$ cat config.mk
export PLATFORM = sky130hd
export DESIGN_NAME = tick_gen_multi_flat
export DESIGN_NICKNAME = d
export VERILOG_FILES = /design/src/rtl/tick_gen_multi_if.sv /design/src/rtl/tick_gen_multi.sv /design/src/flat_wrapper.sv
export SDC_FILE = /design/constraint.sdc
export NUM_CORES = 1
export LEC_CHECK = 0
export CAP_MARGIN = 40
export CELL_PAD_IN_SITES_DETAIL_PLACEMENT = 2
export CELL_PAD_IN_SITES_GLOBAL_PLACEMENT = 2
export CORE_MARGIN = 4
export CORE_UTILIZATION = 37
export DETAILED_ROUTE_END_ITERATION = 12
export PLACE_DENSITY_LB_ADDON = 0.15
export SLEW_MARGIN = 15
export SYNTH_ARGS = -nofsm -noshare
export SYNTH_HDL_FRONTEND = slang
export SYNTH_SLANG_ARGS = --single-unit
export TNS_END_PERCENT = 30
$ cat constraint.sdc
create_clock -name clk -period 3.36 [get_ports clk]
set_input_delay 0.504 -clock clk [delete_from_list [all_inputs] [get_ports clk]]
set_output_delay 0.504 -clock clk [all_outputs]
set_load 0.1 [all_outputs]
$ cat src/rtl/tick_gen_multi_if.sv
// Bundle of the per-channel control and tick signals of tick_gen_multi.
// Each vector carries one lane per channel; div and tick_phase are packed
// with channel i at [i*WIDTH +: WIDTH] and [i*PW +: PW] respectively.
//
// Handshake: there is no valid/ready pair. tick is a one-cycle strobe that
// qualifies tick_phase and wrap in the same cycle. The consumer must take the
// tick in that cycle because it cannot stall the channel.
interface tick_gen_multi_if #(
   parameter int WIDTH  = 32,
   parameter int NCH    = 2,
   parameter int PHASES = 4
);
   localparam int PW = (PHASES > 1) ? $clog2(PHASES) : 1;

   logic [NCH-1:0]       en;
   logic [NCH-1:0]       mode;
   logic [NCH-1:0]       start;
   logic [NCH*WIDTH-1:0] div;
   logic [NCH-1:0]       tick;
   logic [NCH*PW-1:0]    tick_phase;
   logic [NCH-1:0]       wrap;
   logic [NCH-1:0]       busy;
   // Debug view of the per-channel FSM: 1 = RUN, 0 = IDLE.
   logic [NCH-1:0]       state_dbg;

   modport master (
      output en, mode, start, div,
      input  tick, tick_phase, wrap, busy, state_dbg
   );

   modport slave (
      input  en, mode, start, div,
      output tick, tick_phase, wrap, busy, state_dbg
   );
endinterface

$ cat src/rtl/tick_gen_multi.sv
// Multi-channel tick generator. Each channel divides clk by div+1 and emits a
// one-cycle tick. Every tick carries a rolling phase index (0..PHASES-1), and
// the last phase is flagged with wrap. A channel runs either continuously
// until en drops, or one-shot for exactly PHASES ticks. Channels share nothing
// except clk and rst.
module tick_gen_multi #(
   parameter int WIDTH  = 32,
   parameter int NCH    = 2,
   parameter int PHASES = 4
) (
   input  logic               clk,
   input  logic               rst,
   tick_gen_multi_if.slave    bus
);
   localparam int PW = (PHASES > 1) ? $clog2(PHASES) : 1;
   localparam logic [PW-1:0] PH_LAST = PW'(PHASES - 1);

   typedef enum logic {
      ST_IDLE = 1'b0,
      ST_RUN  = 1'b1
   } state_t;

   // Registered per-channel state
   state_t           state_q      [NCH];
   state_t           state_d      [NCH];
   logic [WIDTH-1:0] cnt_q        [NCH];
   logic [WIDTH-1:0] cnt_d        [NCH];
   logic [WIDTH-1:0] div_l_q      [NCH];
   logic [WIDTH-1:0] div_l_d      [NCH];
   logic [PW-1:0]    ph_cnt_q     [NCH];
   logic [PW-1:0]    ph_cnt_d     [NCH];
   logic [PW-1:0]    tick_phase_q [NCH];
   logic [PW-1:0]    tick_phase_d [NCH];
   logic [NCH-1:0]   mode_l_q;
   logic [NCH-1:0]   mode_l_d;
   logic [NCH-1:0]   tick_q;
   logic [NCH-1:0]   tick_d;
   logic [NCH-1:0]   wrap_q;
   logic [NCH-1:0]   wrap_d;

   // Per-channel views of the packed inputs
   logic [WIDTH-1:0] div_ch  [NCH];
   logic [NCH-1:0]   ph_last;
   logic [NCH-1:0]   period_end;

   for (genvar g = 0; g < NCH; g++) begin : g_ch
      assign div_ch[g]     = bus.div[g*WIDTH +: WIDTH];
      // The phase counter sits on the last phase, so the next tick wraps
      assign ph_last[g]    = (ph_cnt_q[g] == PH_LAST);
      // The counter stops at the latched divisor, so div = all ones never overflows
      assign period_end[g] = (cnt_q[g] == div_l_q[g]);

      assign bus.tick_phase[g*PW +: PW] = tick_phase_q[g];
      assign bus.busy[g]                = (state_q[g] == ST_RUN);
      assign bus.state_dbg[g]           = (state_q[g] == ST_RUN);
   end

   assign bus.tick = tick_q;
   assign bus.wrap = wrap_q;

   // Next-state logic for every channel: start, count, tick, abort and one-shot end
   always_comb begin
      for (int i = 0; i < NCH; i++) begin
         state_d[i]      = state_q[i];
         cnt_d[i]        = cnt_q[i];
         div_l_d[i]      = div_l_q[i];
         ph_cnt_d[i]     = ph_cnt_q[i];
         tick_phase_d[i] = tick_phase_q[i];
         mode_l_d[i]     = mode_l_q[i];
         tick_d[i]       = 1'b0;
         wrap_d[i]       = 1'b0;

         case (state_q[i])
            ST_IDLE: begin
               // Continuous mode starts as soon as it is enabled. One-shot mode also needs start.
               if (bus.en[i] && (!bus.mode[i] || bus.start[i])) begin
                  state_d[i]  = ST_RUN;
                  cnt_d[i]    = '0;
                  ph_cnt_d[i] = '0;
                  div_l_d[i]  = div_ch[i];
                  mode_l_d[i] = bus.mode[i];
               end
            end

            ST_RUN: begin
               if (!bus.en[i]) begin
                  // Abort: no tick on this edge; phase restarts at 0 on re-entry
                  state_d[i]  = ST_IDLE;
                  cnt_d[i]    = '0;
                  ph_cnt_d[i] = '0;
               end else if (period_end[i]) begin
                  // End of period: emit the tick and pick up any new divisor
                  cnt_d[i]        = '0;
                  div_l_d[i]      = div_ch[i];
                  tick_d[i]       = 1'b1;
                  tick_phase_d[i] = ph_cnt_q[i];
                  wrap_d[i]       = ph_last[i];
                  ph_cnt_d[i]     = ph_last[i] ? '0 : ph_cnt_q[i] + PW'(1);
                  // A one-shot run ends on the same edge that issues its wrap tick
                  if (mode_l_q[i] && ph_last[i]) begin
                     state_d[i] = ST_IDLE;
                  end
               end else begin
                  cnt_d[i] = cnt_q[i] + WIDTH'(1);
               end
            end

            default: begin
               state_d[i] = ST_IDLE;
            end
         endcase
      end
   end

   // Register all channel state and outputs; rst wins on any edge
   always_ff @(posedge clk) begin
      if (rst) begin
         for (int i = 0; i < NCH; i++) begin
            state_q[i]      <= ST_IDLE;
            cnt_q[i]        <= '0;
            div_l_q[i]      <= '0;
            ph_cnt_q[i]     <= '0;
            tick_phase_q[i] <= '0;
         end
         mode_l_q <= '0;
         tick_q   <= '0;
         wrap_q   <= '0;
      end else begin
         for (int i = 0; i < NCH; i++) begin
            state_q[i]      <= state_d[i];
            cnt_q[i]        <= cnt_d[i];
            div_l_q[i]      <= div_l_d[i];
            ph_cnt_q[i]     <= ph_cnt_d[i];
            tick_phase_q[i] <= tick_phase_d[i];
         end
         mode_l_q <= mode_l_d;
         tick_q   <= tick_d;
         wrap_q   <= wrap_d;
      end
   end

endmodule

$ cat src/flat_wrapper.sv
// flat-port wrapper written by rule: the top's interface ports become plain ports
module tick_gen_multi_flat 
#(
   parameter int WIDTH  = 32,
   parameter int NCH    = 2,
   parameter int PHASES = 4
)
  (clk, rst, bus_en, bus_mode, bus_start, bus_div, bus_tick, bus_tick_phase, bus_wrap, bus_busy, bus_state_dbg);
  tick_gen_multi_if #(.WIDTH(WIDTH), .NCH(NCH), .PHASES(PHASES)) bus_i ();
  input  logic clk;
  input  logic rst;
  input wire logic [$bits(bus_i.en)-1:0] bus_en;
  input wire logic [$bits(bus_i.mode)-1:0] bus_mode;
  input wire logic [$bits(bus_i.start)-1:0] bus_start;
  input wire logic [$bits(bus_i.div)-1:0] bus_div;
  output wire logic [$bits(bus_i.tick)-1:0] bus_tick;
  output wire logic [$bits(bus_i.tick_phase)-1:0] bus_tick_phase;
  output wire logic [$bits(bus_i.wrap)-1:0] bus_wrap;
  output wire logic [$bits(bus_i.busy)-1:0] bus_busy;
  output wire logic [$bits(bus_i.state_dbg)-1:0] bus_state_dbg;
  assign bus_i.en = bus_en;
  assign bus_i.mode = bus_mode;
  assign bus_i.start = bus_start;
  assign bus_i.div = bus_div;
  assign bus_tick = bus_i.tick;
  assign bus_tick_phase = bus_i.tick_phase;
  assign bus_wrap = bus_i.wrap;
  assign bus_busy = bus_i.busy;
  assign bus_state_dbg = bus_i.state_dbg;
  tick_gen_multi #(.WIDTH(WIDTH), .NCH(NCH), .PHASES(PHASES)) u_core (.clk(clk), .rst(rst), .bus(bus_i));
endmodule
# Yosys cells after proc, flatten, opt, wreduce, memory -nomap -nowiden

Memory sizes are Yosys's and may differ from the RTL's.
Index checks and enable logic that the tools add are counted.

Flip-flop bits (word level): 6
RAM bits: 138
Word-level logic and storage cells: 106
Memories kept: 5

Memories:

| name                | words | bits a word | read ports | clocked after Yosys merged registers in | write ports | RTL line             | RTL |
|---|---|---|---|---|---|---|---|
| u_core.cnt_q        | 2     | 32          | 2          | 0                                       | 2           | tick_gen_multi.sv:26 | `logic [WIDTH-1:0] cnt_q [NCH];` |
| u_core.div_l_q      | 2     | 32          | 2          | 0                                       | 2           | tick_gen_multi.sv:28 | `logic [WIDTH-1:0] div_l_q [NCH];` |
| u_core.ph_cnt_q     | 2     | 2           | 2          | 0                                       | 2           | tick_gen_multi.sv:30 | `logic [PW-1:0] ph_cnt_q [NCH];` |
| u_core.tick_phase_q | 2     | 2           | 2          | 0                                       | 2           | tick_gen_multi.sv:32 | `logic [PW-1:0] tick_phase_q [NCH];` |
| u_core.state_q      | 2     | 1           | 2          | 0                                       | 2           | tick_gen_multi.sv:24 | `state_t state_q [NCH];` |

Add/subtract/negate cells: 4
Equal/unequal tests: 4
Multiplexer cells: 57
Bitwise gates (word level): 16
Reductions and logical operators: 14

Operators by type and width:

| operator                | count |
|---|---|
| $mux W32                | 16 |
| $pmux W32 S2            | 4 |
| $add A32 B1 Y32 const B | 2 |
| $eq A32 B32 Y1          | 2 |
| $mux W2                 | 18 |
| $mux W1                 | 15 |
| $or A1 B1 Y1            | 10 |
| $pmux W2 S2             | 2 |
| $reduce_or A4 Y1        | 2 |
| $not A1 Y1              | 6 |
| $reduce_or A3 Y1        | 2 |
| $add A2 B1 Y2 const B   | 2 |
| $eq A2 B2 Y1 const B    | 2 |
| $logic_and A1 B1 Y1     | 4 |
| $pmux W1 S2             | 2 |
| $reduce_and A2 Y1       | 2 |
| $logic_not A1 Y1        | 2 |
| $logic_or A1 B1 Y1      | 2 |

# Depth between registers and ports, before layout

Gate-level depths: netlist (run 1).

Depth after elaboration: 7
Gate-level depth with buffers: 9
Depth with buffers taken out: 7

# Least setup slack after synthesis (run 1)

OpenSTA, ideal clock, no wires.

Kind: register to register
From: memory u_core.state_q[0][1] (netlist name)
To: memory u_core.cnt_q[1][2], in the netlist u_core.cnt_q[0][34]
Library setup time: 0.072 ns
Arrival: 2.243 ns
Required time: 3.288 ns
Path slack: 1.046 ns
Cell stages (with the launch flop): 9
Clock period less this slack: 2.314 ns
Cell sequence: dfxtp_1 > and2_1 > clkbuf_1 > nand2b_1 > a21oi_1 > buf_4 > buf_4 > nand2_1 > mux2i_1

RTL lines:

| element     | RTL line |
|---|---|
| from (decl) | tick_gen_multi.sv:24 |
| to (decl)   | tick_gen_multi.sv:26 |

==> results of run 1 <==
-- sequential cells by signal (all words and copies together), names as in the netlist --
register / flops
u_core.bus.wrap: 2
u_core.ph_cnt_q: 4
u_core.cnt_q: 64
u_core.state_q: 2
u_core.div_l_q: 64
u_core.tick_phase_q: 4
u_core.mode_l_q: 2
u_core.bus.tick: 2
-- power by group --
part           leakage, nW  internal (mW)  switching [mW]
combinational         1.83          0.236           0.256
clock                0.322           1.42           0.750
sequential            1.17           1.76          0.0486
-- metrics by stage --
step	cell area, um^2	util (%)	worst slack, ns	power, mW
6_report	8720	48.4	0.721	4.48
5_1_grt	8720	48.4	0.568	4.63
4_1_cts	8720	48.4	0.675	4.53
3_5_place_dp	8050	44.7	0.746	2.34
3_3_place_gp	7870	43.7	0.889	2.30
2_1_floorplan	6800	-	1.05	2.12
-- kinds of logic (layout without fill, tap and decap cells) --
| family | count (synthesis) | in the layout |
|---|---|---|
| mux | 77 | 77 |
| xor+xnor | 103 | 103 |
| compound gates | 52 | 52 |
| flops | 144 | 144 |
| simple gates | 335 | 335 |
| buf+inv | 54 | 153 |
| fa+ha+maj | 4 | 4 |
-- worst max-delay path by stage --
stage / cells after the start / end / start
finish: 6 / u_core.cnt_q[0][53] / u_core.cnt_q[0][43]
global route: 8 / u_core.cnt_q[0][7] / u_core.cnt_q[0][2]
CTS: 8 / u_core.cnt_q[0][7] / u_core.cnt_q[0][2]
detailed placement: 8 / u_core.cnt_q[0][13] / u_core.cnt_q[0][2]
global placement: 8 / u_core.cnt_q[0][15] / u_core.cnt_q[0][2]
floorplan: 8 / u_core.cnt_q[0][34] / u_core.state_q[0][1]
-- cell type report --
cell class	instances	area, um^2
fill	1966	9310
sequential	144	2880
clock buffer	20	457
tap	229	287
clock inverter	11	210
multi-input combinational	571	3700
inverter	11	41.3
timing repair buffer	111	1140
-- critical path, delay by kind of cell, from the launching register on --
family | cells | cell delay [ns]
compound gates | 1 | 0.10
xor+xnor | 1 | 0.18
flops | 1 | 0.48
simple gates | 4 | 1.75
-- per-layer routing --
metal	vias to the layer above	share of wire (%)	global-route usage, %
met2	85	55	43.9
met1	2909	40	25.9
met3	35	2.1	3.46
met5	-	0	0
met4	0	2.5	8.47
li1	2786	-	-
-- placed cells by master (no fill, tap or decap), drive strengths merged, types with 5 or more instances in the layout --
master	Yosys	layout
o21ai	20	20
inv	11	11
dfxtp	144	144
xor2	8	8
nor3	15	15
mux2i	77	77
and3	17	17
a21o	5	5
nand3	24	24
a21oi	8	8
clkbuf	25	20
nor4	15	15
nand2b	11	11
xnor2	95	95
nor2	135	135
nand2	68	68
buf	18	29
nand4	32	32
bufinv	0	6
clkdlybuf4s50	0	82
a22o	5	5
==> impl_metrics.prom, run 1 <==
# TYPE chip_impl_metric gauge
chip_impl_metric{name="area_growth",unit="%"} 28.2
chip_impl_info{name="synth_top_family_by_area",value="simple AND/OR/NAND/NOR gates"} 1
chip_impl_metric{name="hold_violation_count_in_the_final_report",unit=""} 0
chip_impl_metric{name="post_synth.cell_area_avg",unit="um^2"} 8.84
chip_impl_metric{name="drcViolationCount",unit=""} 0
chip_impl_metric{name="setup-tns-final",unit="ns"} 0
chip_impl_metric{name="share_of_cells_above_drive_strength_1",unit="%"} 8.53
chip_impl_metric{name="place_inst",unit=""} 1066
chip_impl_metric{name="number_of_instances_on_the_worst_hold_path",unit=""} 2
chip_impl_metric{name="average_routed_wire_per_standard_cell",unit="um"} 21.2
chip_impl_info{name="min-delay-start",value="rst"} 1
chip_impl_info{name="synth_area_leader_cell",value="dfxtp_1"} 1
chip_impl_metric{name="detail_routed_via_count_per_cell",unit=""} 5.30
chip_impl_metric{name="postRouteAntennaNets",unit=""} 0
chip_impl_metric{name="number_of_enable_flip_flop_cells_after_synthesis",unit=""} 0
chip_impl_info{name="timing.rr.end",value="u_core.cnt_q[0][53]"} 1
chip_impl_metric{name="peak_vdd_ir",unit="V"} 0.000352
chip_impl_metric{name="globalRouteTotalUtil",unit="%"} 23.1
chip_impl_metric{name="crit_required",unit="ns"} 3.66
chip_impl_metric{name="wire_length_of_the_first_global_routing_pass",unit="um"} 36900
chip_impl_info{name="yosysMostFrequentCell",value="dfxtp_1"} 1
chip_impl_metric{name="cts_buffer_count",unit=""} 17
chip_impl_metric{name="reg2regPathDepth",unit=""} 6
chip_impl_metric{name="worst_skew_pair.late_latency",unit="ns"} 0.43
chip_impl_metric{name="worstPathArrival",unit="ns"} 2.94
chip_impl_metric{name="syn-instance-count",unit=""} 769
chip_impl_metric{name="final-setup-viol-count",unit=""} 0
chip_impl_metric{name="die_area",unit="um^2"} 20600
chip_impl_metric{name="io_pins",unit=""} 84
chip_impl_metric{name="finish.net_count",unit=""} 932
chip_impl_metric{name="clk_path_buf_depth",unit=""} 2
chip_impl_metric{name="io_buffers",unit=""} 83
chip_impl_info{name="synth_area_leaders",value="dfxtp_1 42%, xnor2_1 12%, mux2i_1 11%"} 1
chip_impl_metric{name="synth-compound-area-share",unit="%"} 5.08
chip_impl_metric{name="yosysUniqueCellTypes",unit=""} 49
chip_impl_metric{name="skew",unit="ns"} 0.00901
chip_impl_metric{name="synth_sequential_area_ratio",unit="%"} 42.4
chip_impl_metric{name="finalCriticalPeriod",unit="ns"} 2.64
chip_impl_info{name="most_frequent_cells_after_synthesis",value="144 x dfxtp_1, 135 x nor2_1, 95 x xnor2_1, 77 x mux2i_1, 68 x nand2_1"} 1
chip_impl_metric{name="detail_route.wirelength",unit="um"} 23300
chip_impl_metric{name="r2r_slack",unit="ns"} 0.72
chip_impl_metric{name="final_min_period_over_clock_period",unit="%"} 78.5
chip_impl_metric{name="maxSlewHeadroom",unit="%"} 45.9
chip_impl_metric{name="max_clock_freq",unit="GHz"} 0.379
chip_impl_info{name="type_of_the_tightest_min_delay_check",value="in -> reg"} 1
chip_impl_metric{name="post_synth_mux_area_share",unit="%"} 11.3
chip_impl_info{name="worstReg2RegStart",value="u_core.cnt_q[0][43]"} 1
chip_impl_metric{name="drv_cap",unit=""} 0
chip_impl_metric{name="synthAdderAreaFrac",unit="%"} 0.736
chip_impl_info{name="status",value="completed"} 1
chip_impl_metric{name="worst_pin_slew",unit="ns"} 0.804
chip_impl_info{name="end_kind",value="register"} 1
chip_impl_metric{name="gp_routability_congestion",unit=""} 0.802
chip_impl_info{name="tritoncts",value="done"} 1
chip_impl_metric{name="floorplan.initialDensity",unit="%"} 37.7
chip_impl_metric{name="critical_path_peak_fanout",unit=""} 5
chip_impl_info{name="setup_repair_after_global_routing_missed_its_margin",value="no"} 1
chip_impl_metric{name="post_cts_resize_count",unit=""} 0
chip_impl_info{name="cp_slowest_cell",value="nor4_1"} 1
chip_impl_metric{name="tritoncts_num_sinks",unit=""} 144
chip_impl_metric{name="synth_nets",unit=""} 845
chip_impl_metric{name="detailroute.via_count",unit=""} 5815
chip_impl_metric{name="core",unit="um^2"} 18000
chip_impl_metric{name="grt_pass1_vias",unit=""} 6567
chip_impl_metric{name="grt_overflow_total",unit=""} 0
chip_impl_metric{name="whs",unit="ns"} 0.456
chip_impl_metric{name="post_synthesis_instance_area",unit="um^2"} 6800
chip_impl_metric{name="drt_iter0_drc",unit=""} 175
chip_impl_metric{name="h_tree_levels",unit=""} 4
chip_impl_metric{name="die_width",unit="um"} 144
chip_impl_metric{name="synth_simple_gate_area_share",unit="%"} 23.6
chip_impl_metric{name="largest_net_degree_at_the_start_of_global_routing",unit=""} 73
chip_impl_metric{name="synth-warning-count",unit=""} 0
chip_impl_metric{name="cts_hold_repair.buffers",unit=""} 0
chip_impl_metric{name="n_antenna_cell",unit=""} 0
chip_impl_metric{name="synth_top_area_share",unit="%"} 42.4
chip_impl_info{name="path_cells",value="nand4_1 -> nor4_1 -> nand4_1 -> nor3_1 -> xnor2_1 -> o21ai_0"} 1
chip_impl_metric{name="die-height",unit="um"} 144
chip_impl_metric{name="dp.final_hpwl",unit="um"} 16200
chip_impl_info{name="critical_path_class",value="reg -> reg"} 1
chip_impl_metric{name="post_cts_setup_buffers",unit=""} 0
chip_impl_metric{name="fp-row-count",unit=""} 49
chip_impl_metric{name="worst_path_largest_cell_delay",unit="ns"} 0.74
chip_impl_metric{name="initial_antenna_violation_count",unit=""} 0
chip_impl_metric{name="number_of_slew_limit_violations_in_the_final_report",unit=""} 0
chip_impl_info{name="clk_root_buffer_cell",value="clkbuf_16"} 1
chip_impl_metric{name="leakage",unit="nW"} 3.32
chip_impl_metric{name="final_cells",unit=""} 1097
chip_impl_metric{name="power_density",unit="nW/um^2"} 514
chip_impl_info{name="timing.critical_path.mode_cell",value="nand4_1"} 1
chip_impl_metric{name="clk_pin_slew_worst_paths",unit="ns"} 0.06
chip_impl_metric{name="postSynthRegisterBits",unit=""} 144
chip_impl_info{name="ys_dominant_reg_cell",value="dfxtp_1"} 1
chip_impl_info{name="timing.hold.worst_endpoint",value="u_core.tick_phase_q[0][2]"} 1
chip_impl_metric{name="post_synth_xor_area_fraction",unit="%"} 13.3
chip_impl_metric{name="first_pass_iters",unit=""} 4
chip_impl_info{name="startpoint_type",value="register"} 1
chip_impl_metric{name="synthArstFlopShare",unit="%"} 0
No activity file was read; power rests on OpenSTA's default activity.
==> run 2, diff against run 1 <==
Settings changed: CORE_UTILIZATION 37 to 34.
Clock period 3.36 ns to 2.5 ns, I/O delays scaled along.
==> run 2 against run 1 <==
- wire length shrank 8.6%
- final area down 1.3%
- clock skew grew 0.0027 ns
- flip-flop and latch count unchanged
- first-iteration DRC count shrank 7.4%
- total power grew 25%
- via count down 1.3%
- sequential power up 34%
- largest cell class unchanged
- critical endpoint is now u_core.cnt_q[0][60]
==> impl_metrics.prom, run 2 (synthesis gave the netlist of run 1 again) <==
# TYPE chip_impl_metric gauge
chip_impl_metric{name="leakage",unit="nW"} 3.30
chip_impl_metric{name="die-height",unit="um"} 149
chip_impl_metric{name="max_clock_freq",unit="GHz"} 0.424
chip_impl_metric{name="die_area",unit="um^2"} 22300
chip_impl_metric{name="drv_cap",unit=""} 0
chip_impl_metric{name="fill_cells",unit=""} 2124
chip_impl_metric{name="worst_skew_pair.late_latency",unit="ns"} 0.42
chip_impl_metric{name="finalCriticalPeriod",unit="ns"} 2.36
chip_impl_info{name="tritoncts",value="done"} 1
chip_impl_metric{name="peak_vdd_ir",unit="V"} 0.000397
chip_impl_metric{name="whs",unit="ns"} 0.361
chip_impl_metric{name="post-route-util",unit="%"} 43.9
chip_impl_metric{name="multi_input_area",unit="um^2"} 3710
chip_impl_metric{name="wire_length_of_the_first_global_routing_pass",unit="um"} 34500
chip_impl_metric{name="grt_overflow_total",unit=""} 0
chip_impl_metric{name="h_tree_levels",unit=""} 4
chip_impl_metric{name="post_cts_setup_buffers",unit=""} 0
chip_impl_metric{name="first_pass_iters",unit=""} 4
chip_impl_metric{name="n_antenna_cell",unit=""} 0
chip_impl_metric{name="initial_antenna_violation_count",unit=""} 0
chip_impl_metric{name="die_width",unit="um"} 149
chip_impl_metric{name="tritoncts_num_sinks",unit=""} 144
chip_impl_info{name="startpoint_type",value="register"} 1
chip_impl_metric{name="maxSlewHeadroom",unit="%"} 71.7
chip_impl_metric{name="largest_net_degree_at_the_start_of_global_routing",unit=""} 34
chip_impl_info{name="path_cells",value="ha_1 -> nand3_4 -> or4_4 -> or4_1 -> a21oi_1 -> mux2i_1"} 1
chip_impl_metric{name="number_of_slew_limit_violations_in_the_final_report",unit=""} 0
chip_impl_metric{name="cts_buffer_count",unit=""} 17
chip_impl_metric{name="io_buffers",unit=""} 83
chip_impl_metric{name="place_inst",unit=""} 1101
chip_impl_metric{name="hold_violation_count_in_the_final_report",unit=""} 0
chip_impl_info{name="end_kind",value="register"} 1
chip_impl_metric{name="average_routed_wire_per_standard_cell",unit="um"} 18.8
chip_impl_metric{name="area_growth",unit="%"} 26.6
chip_impl_metric{name="io_pins",unit=""} 84
chip_impl_info{name="layout_commonest_cell",value="dfxtp_1"} 1
chip_impl_metric{name="core",unit="um^2"} 19600
chip_impl_metric{name="critical_path_peak_fanout",unit=""} 8
chip_impl_metric{name="area.sequential",unit="um^2"} 2880
chip_impl_metric{name="final_min_period_over_clock_period",unit="%"} 94.4
chip_impl_metric{name="gp_routability_congestion",unit=""} 0.789
chip_impl_metric{name="worstPathArrival",unit="ns"} 2.65
chip_impl_metric{name="final-setup-viol-count",unit=""} 0
chip_impl_info{name="most_used_cells_in_the_layout_excluding_fill_and_tap_cells",value="144 x dfxtp_1, 135 x nor2_1, 95 x xnor2_1"} 1
chip_impl_metric{name="globalRouteTotalUtil",unit="%"} 19.8
chip_impl_info{name="largestRegisters",value="u_core.cnt_q: 64 flops, u_core.div_l_q: 64 flops"} 1
chip_impl_metric{name="finish.net_count",unit=""} 931
chip_impl_metric{name="skew",unit="ns"} 0.0117
chip_impl_metric{name="drt_iter0_drc",unit=""} 162
chip_impl_metric{name="setup-tns-final",unit="ns"} 0
chip_impl_metric{name="post_cts_resize_count",unit=""} 0
chip_impl_metric{name="fp-row-count",unit=""} 51
chip_impl_metric{name="detailroute.via_count",unit=""} 5738
chip_impl_info{name="cp_slowest_cell",value="or4_4"} 1
chip_impl_metric{name="clk_path_buf_depth",unit=""} 2
chip_impl_metric{name="floorplan.initialDensity",unit="%"} 34.7
chip_impl_metric{name="postRouteAntennaNets",unit=""} 0
chip_impl_info{name="status",value="completed"} 1
chip_impl_metric{name="clk_pin_slew_worst_paths",unit="ns"} 0.06
chip_impl_metric{name="crit_required",unit="ns"} 2.80
chip_impl_metric{name="worst_pin_slew",unit="ns"} 0.422
chip_impl_metric{name="detail_routed_via_count_per_cell",unit=""} 5.06
chip_impl_metric{name="worst_path_largest_cell_delay",unit="ns"} 0.62
chip_impl_metric{name="share_of_cells_above_drive_strength_1",unit="%"} 10.1
chip_impl_info{name="setup_repair_after_global_routing_missed_its_margin",value="no"} 1
chip_impl_metric{name="drcViolationCount",unit=""} 0
chip_impl_info{name="clk_root_buffer_cell",value="clkbuf_16"} 1
chip_impl_metric{name="grt_pass1_vias",unit=""} 6482
chip_impl_metric{name="dp.final_hpwl",unit="um"} 15900
chip_impl_metric{name="cts_hold_repair.buffers",unit=""} 0
chip_impl_metric{name="detail_route.wirelength",unit="um"} 21300
chip_impl_info{name="type_of_the_tightest_min_delay_check",value="in -> reg"} 1
chip_impl_metric{name="report.power.total",unit="mW"} 5.61
chip_impl_metric{name="power_density",unit="nW/um^2"} 652
chip_impl_info{name="critical_path_class",value="reg -> reg"} 1
chip_impl_metric{name="final_cells",unit=""} 1133
[run 2: layout make-up]
type	instances	area share [%]
Clock inverter	13	1.58
Sequential cell	144	33.5
Inverter	11	0.480
Multi-Input combinational cell	571	43.1
Clock buffer	19	5.15
Timing Repair Buffer	110	12.3
Tap cell	265	3.85
[run 2: worst max-delay path, delay by kind of cell (launching register included)]
| family | cells | cell delay [ns] |
|---|---|---|
| adders and majority gates | 1 | 0.29 |
| DFF | 1 | 0.43 |
| AOI/OAI and AO/OA | 1 | 0.16 |
| muxes | 1 | 0.10 |
| and+or+nand+nor | 3 | 1.26 |
[run 2: path summary, 6_finish.rpt]
path                             start                         to  slack [ns]  depth (start not counted)
max reg2reg        u_core.cnt_q[0][33]        u_core.cnt_q[0][60]        0.14                          6
min                                rst      u_core.div_l_q[0][55]        0.36                          2
max                u_core.cnt_q[0][33]        u_core.cnt_q[0][60]        0.14                          6
min reg2reg  u_core.tick_phase_q[0][3]  u_core.tick_phase_q[0][3]        0.48                          2
[run 2: stage by stage]
stage	setup WS (ns)	cell area (um^2)
2_1_floorplan	0.186	6800
3_3_place_gp	0.151	8020
3_5_place_dp	0.0499	8020
4_1_cts	0.0383	8600
5_1_grt	0.0277	8600
6_report	0.141	8600
[run 2: layer usage]
metal,vias up,global-route usage (%),routed length [um]
met5,-,0,0
met4,0,7.28,572
met3,31,3.48,446
met2,76,37.1,11500
met1,2845,22.3,8770
li1,2786,-,-
[run 2: power breakdown]
group	internal, mW	total, mW	switching, mW
Combinational	0.317	0.653	0.336
Clock	1.50	2.52	1.03
Sequential	2.37	2.43	0.0628
==> run 3, diff against run 2 <==
Settings changed: ABC_AREA set to 0, CORE_UTILIZATION 34 to 37, TNS_END_PERCENT 30 to not set.
Clock period 2.5 ns to 3 ns, I/O delays scaled along.
==> run 3 against run 2 <==
- clock-buffer cell count did not move
- non-clock buffer count fell by 12
- critical path type unchanged
- flip-flop and latch count did not move
- setup slack improved by 0.27 ns
- largest power group unchanged
==> impl_metrics.prom, run 3 (synthesis gave the netlist of run 1 again) <==
# TYPE chip_impl_metric gauge
chip_impl_info{name="status",value="completed"} 1
chip_impl_metric{name="worst_pin_slew",unit="ns"} 0.753
chip_impl_metric{name="fp-row-count",unit=""} 49
chip_impl_info{name="timing.rr.end",value="u_core.cnt_q[0][53]"} 1
chip_impl_metric{name="post_cts_resize_count",unit=""} 0
chip_impl_metric{name="maxSlewHeadroom",unit="%"} 49.8
chip_impl_metric{name="n_antenna_cell",unit=""} 0
chip_impl_info{name="setup_repair_after_global_routing_missed_its_margin",value="no"} 1
chip_impl_metric{name="initial_antenna_violation_count",unit=""} 2
chip_impl_metric{name="clk_pin_slew_worst_paths",unit="ns"} 0.07
chip_impl_info{name="type_of_the_tightest_min_delay_check",value="in -> reg"} 1
chip_impl_metric{name="grt_pass1_vias",unit=""} 6329
chip_impl_metric{name="leakage",unit="nW"} 3.19
chip_impl_metric{name="number_of_instances_on_the_worst_hold_path",unit=""} 2
chip_impl_info{name="tritoncts",value="done"} 1
chip_impl_metric{name="first_pass_iters",unit=""} 4
chip_impl_metric{name="whs",unit="ns"} 0.393
chip_impl_metric{name="power_density",unit="nW/um^2"} 549
chip_impl_metric{name="report.power.total",unit="mW"} 4.61
chip_impl_metric{name="post_cts_setup_buffers",unit=""} 0
chip_impl_metric{name="io_pins",unit=""} 84
chip_impl_info{name="cp_slowest_cell",value="nor4_1"} 1
chip_impl_info{name="layout_commonest_cell",value="dfxtp_1"} 1
chip_impl_metric{name="critical_path_peak_fanout",unit=""} 5
chip_impl_metric{name="clk_path_buf_depth",unit=""} 2
chip_impl_metric{name="grt_overflow_total",unit=""} 0
chip_impl_info{name="timing.critical_path.mode_cell",value="nand4_1"} 1
chip_impl_metric{name="area.sequential",unit="um^2"} 2880
chip_impl_info{name="min-delay-start",value="rst"} 1
chip_impl_metric{name="final_design_area_no_fill",unit="um^2"} 8390
chip_impl_metric{name="floorplan.initialDensity",unit="%"} 37.7
chip_impl_info{name="end_kind",value="register"} 1
chip_impl_metric{name="io_buffers",unit=""} 83
chip_impl_metric{name="skew",unit="ns"} 0.00942
chip_impl_metric{name="final_min_period_over_clock_period",unit="%"} 86.4
chip_impl_metric{name="average_routed_wire_per_standard_cell",unit="um"} 19.9
chip_impl_info{name="path_cells",value="nand4_1 -> nor4_1 -> nand4_1 -> nor3_1 -> xnor2_1 -> o21ai_0"} 1
chip_impl_metric{name="final-setup-viol-count",unit=""} 0
chip_impl_metric{name="hold_violation_count_in_the_final_report",unit=""} 0
chip_impl_metric{name="max_clock_freq",unit="GHz"} 0.386
chip_impl_metric{name="die_width",unit="um"} 144
chip_impl_metric{name="worst_skew_pair.late_latency",unit="ns"} 0.42
chip_impl_metric{name="dp.final_hpwl",unit="um"} 15700
chip_impl_metric{name="fill_cells",unit=""} 1946
chip_impl_metric{name="drt_iter0_drc",unit=""} 216
chip_impl_metric{name="h_tree_levels",unit=""} 4
chip_impl_metric{name="gp_routability_congestion",unit=""} 0.828
chip_impl_metric{name="die-height",unit="um"} 144
chip_impl_info{name="timing.hold.worst_endpoint",value="u_core.mode_l_q[0]"} 1
chip_impl_metric{name="postRouteAntennaNets",unit=""} 0
chip_impl_info{name="worstReg2RegStart",value="u_core.cnt_q[0][43]"} 1
chip_impl_metric{name="number_of_slew_limit_violations_in_the_final_report",unit=""} 0
chip_impl_metric{name="peak_vdd_ir",unit="V"} 0.000413
chip_impl_metric{name="drcViolationCount",unit=""} 0
chip_impl_metric{name="worst_path_largest_cell_delay",unit="ns"} 0.68
chip_impl_metric{name="detailroute.via_count",unit=""} 5708
chip_impl_metric{name="post_dp_cell_area",unit="um^2"} 7830
chip_impl_metric{name="core",unit="um^2"} 18000
chip_impl_metric{name="area_growth",unit="%"} 23.4
chip_impl_metric{name="worstPathArrival",unit="ns"} 2.89
chip_impl_info{name="critical_path_class",value="reg -> reg"} 1
chip_impl_metric{name="reg2regPathDepth",unit=""} 6
chip_impl_metric{name="tritoncts_num_sinks",unit=""} 144
chip_impl_info{name="most_used_cells_in_the_layout_excluding_fill_and_tap_cells",value="144 x dfxtp_1, 135 x nor2_1, 95 x xnor2_1"} 1
chip_impl_metric{name="crit_required",unit="ns"} 3.29
chip_impl_metric{name="share_of_cells_above_drive_strength_1",unit="%"} 8.65
chip_impl_metric{name="wire_length_of_the_first_global_routing_pass",unit="um"} 35000
chip_impl_metric{name="detail_routed_via_count_per_cell",unit=""} 5.27
chip_impl_metric{name="detail_route.wirelength",unit="um"} 21600
chip_impl_metric{name="r2r_slack",unit="ns"} 0.41
chip_impl_metric{name="setup-tns-final",unit="ns"} 0
chip_impl_info{name="startpoint_type",value="register"} 1
chip_impl_metric{name="largest_net_degree_at_the_start_of_global_routing",unit=""} 69
chip_impl_info{name="largestRegisters",value="u_core.cnt_q: 64 flops, u_core.div_l_q: 64 flops"} 1
chip_impl_metric{name="die_area",unit="um^2"} 20600
chip_impl_metric{name="multi_input_area",unit="um^2"} 3700
chip_impl_metric{name="cts_hold_repair.buffers",unit=""} 0
chip_impl_metric{name="drv_cap",unit=""} 0
chip_impl_metric{name="globalRouteTotalUtil",unit="%"} 21.9
chip_impl_metric{name="finalCriticalPeriod",unit="ns"} 2.59
chip_impl_metric{name="finish.net_count",unit=""} 919
chip_impl_metric{name="cts_buffer_count",unit=""} 17
chip_impl_info{name="clk_root_buffer_cell",value="clkbuf_16"} 1
==> run 3: cell types whose count changed in the layout (fill, tap and decap cells not counted), sizes merged <==
| cell | delta |
|---|---|
| inv | +1 |
| bufinv | -1 |
| buf | -12 |
| clkinvlp | +4 |
| clkinv | -5 |
==> run 3: stage by stage <==
stage / util, % / worst slack, ns / cells
global route: 46.6 / 0.215 / 1084
floorplan: - / 0.686 / 769
detailed placement: 43.4 / 0.435 / 1053
CTS: 46.6 / 0.404 / 1084
global placement: 43.4 / 0.553 / 1053
finish: 46.6 / 0.408 / 1084
==> run 3: worst max path at each step <==
stage,from,to,slack [ns],cells past startpoint
finish,u_core.cnt_q[0][43],u_core.cnt_q[0][53],0.41,6
CTS,u_core.cnt_q[0][2],u_core.cnt_q[0][27],0.40,8
global placement,u_core.cnt_q[0][2],u_core.cnt_q[0][28],0.55,8
floorplan,u_core.state_q[0][1],u_core.cnt_q[0][34],0.69,8
detailed placement,u_core.cnt_q[0][2],u_core.cnt_q[0][27],0.43,8
global route,u_core.cnt_q[0][43],u_core.cnt_q[0][53],0.21,6
==> run 3: critical path, delay by kind of cell (launching register included) <==
| family | cells | cell delay, ns |
|---|---|---|
| DFF | 1 | 0.52 |
| AOI/OAI and AO/OA | 1 | 0.10 |
| xor gates and xnor gates | 1 | 0.17 |
| and+or+nand+nor | 4 | 1.69 |
==> run 3: cell type report <==
| class | instances | share of cell area (%) |
|---|---|---|
| clock buffer | 19 | 5.40 |
| clock inverter | 12 | 1.30 |
| sequential | 144 | 34.3 |
| multi-input combinational | 571 | 44.1 |
| timing repair buffer | 98 | 11.0 |
| inverter | 11 | 0.492 |
| tap | 229 | 3.41 |
==> run 3: where the power goes <==
part | leakage (nW) | internal, mW | switching [mW] | total, mW
logic | 1.76 | 0.248 | 0.276 | 0.524
registers | 1.17 | 1.97 | 0.0524 | 2.03
clock network | 0.264 | 1.18 | 0.877 | 2.06
total | 3.19 | 3.40 | 1.21 | 4.61
==> run 3: layer usage <==
layer	GRT usage, %	up-vias	share of wire [%]
met2	41.8	67	56
met4	5.55	4	1.6
met5	0	-	0.088
met3	4.56	24	2.7
met1	24.6	2840	40
li1	-	2773	-
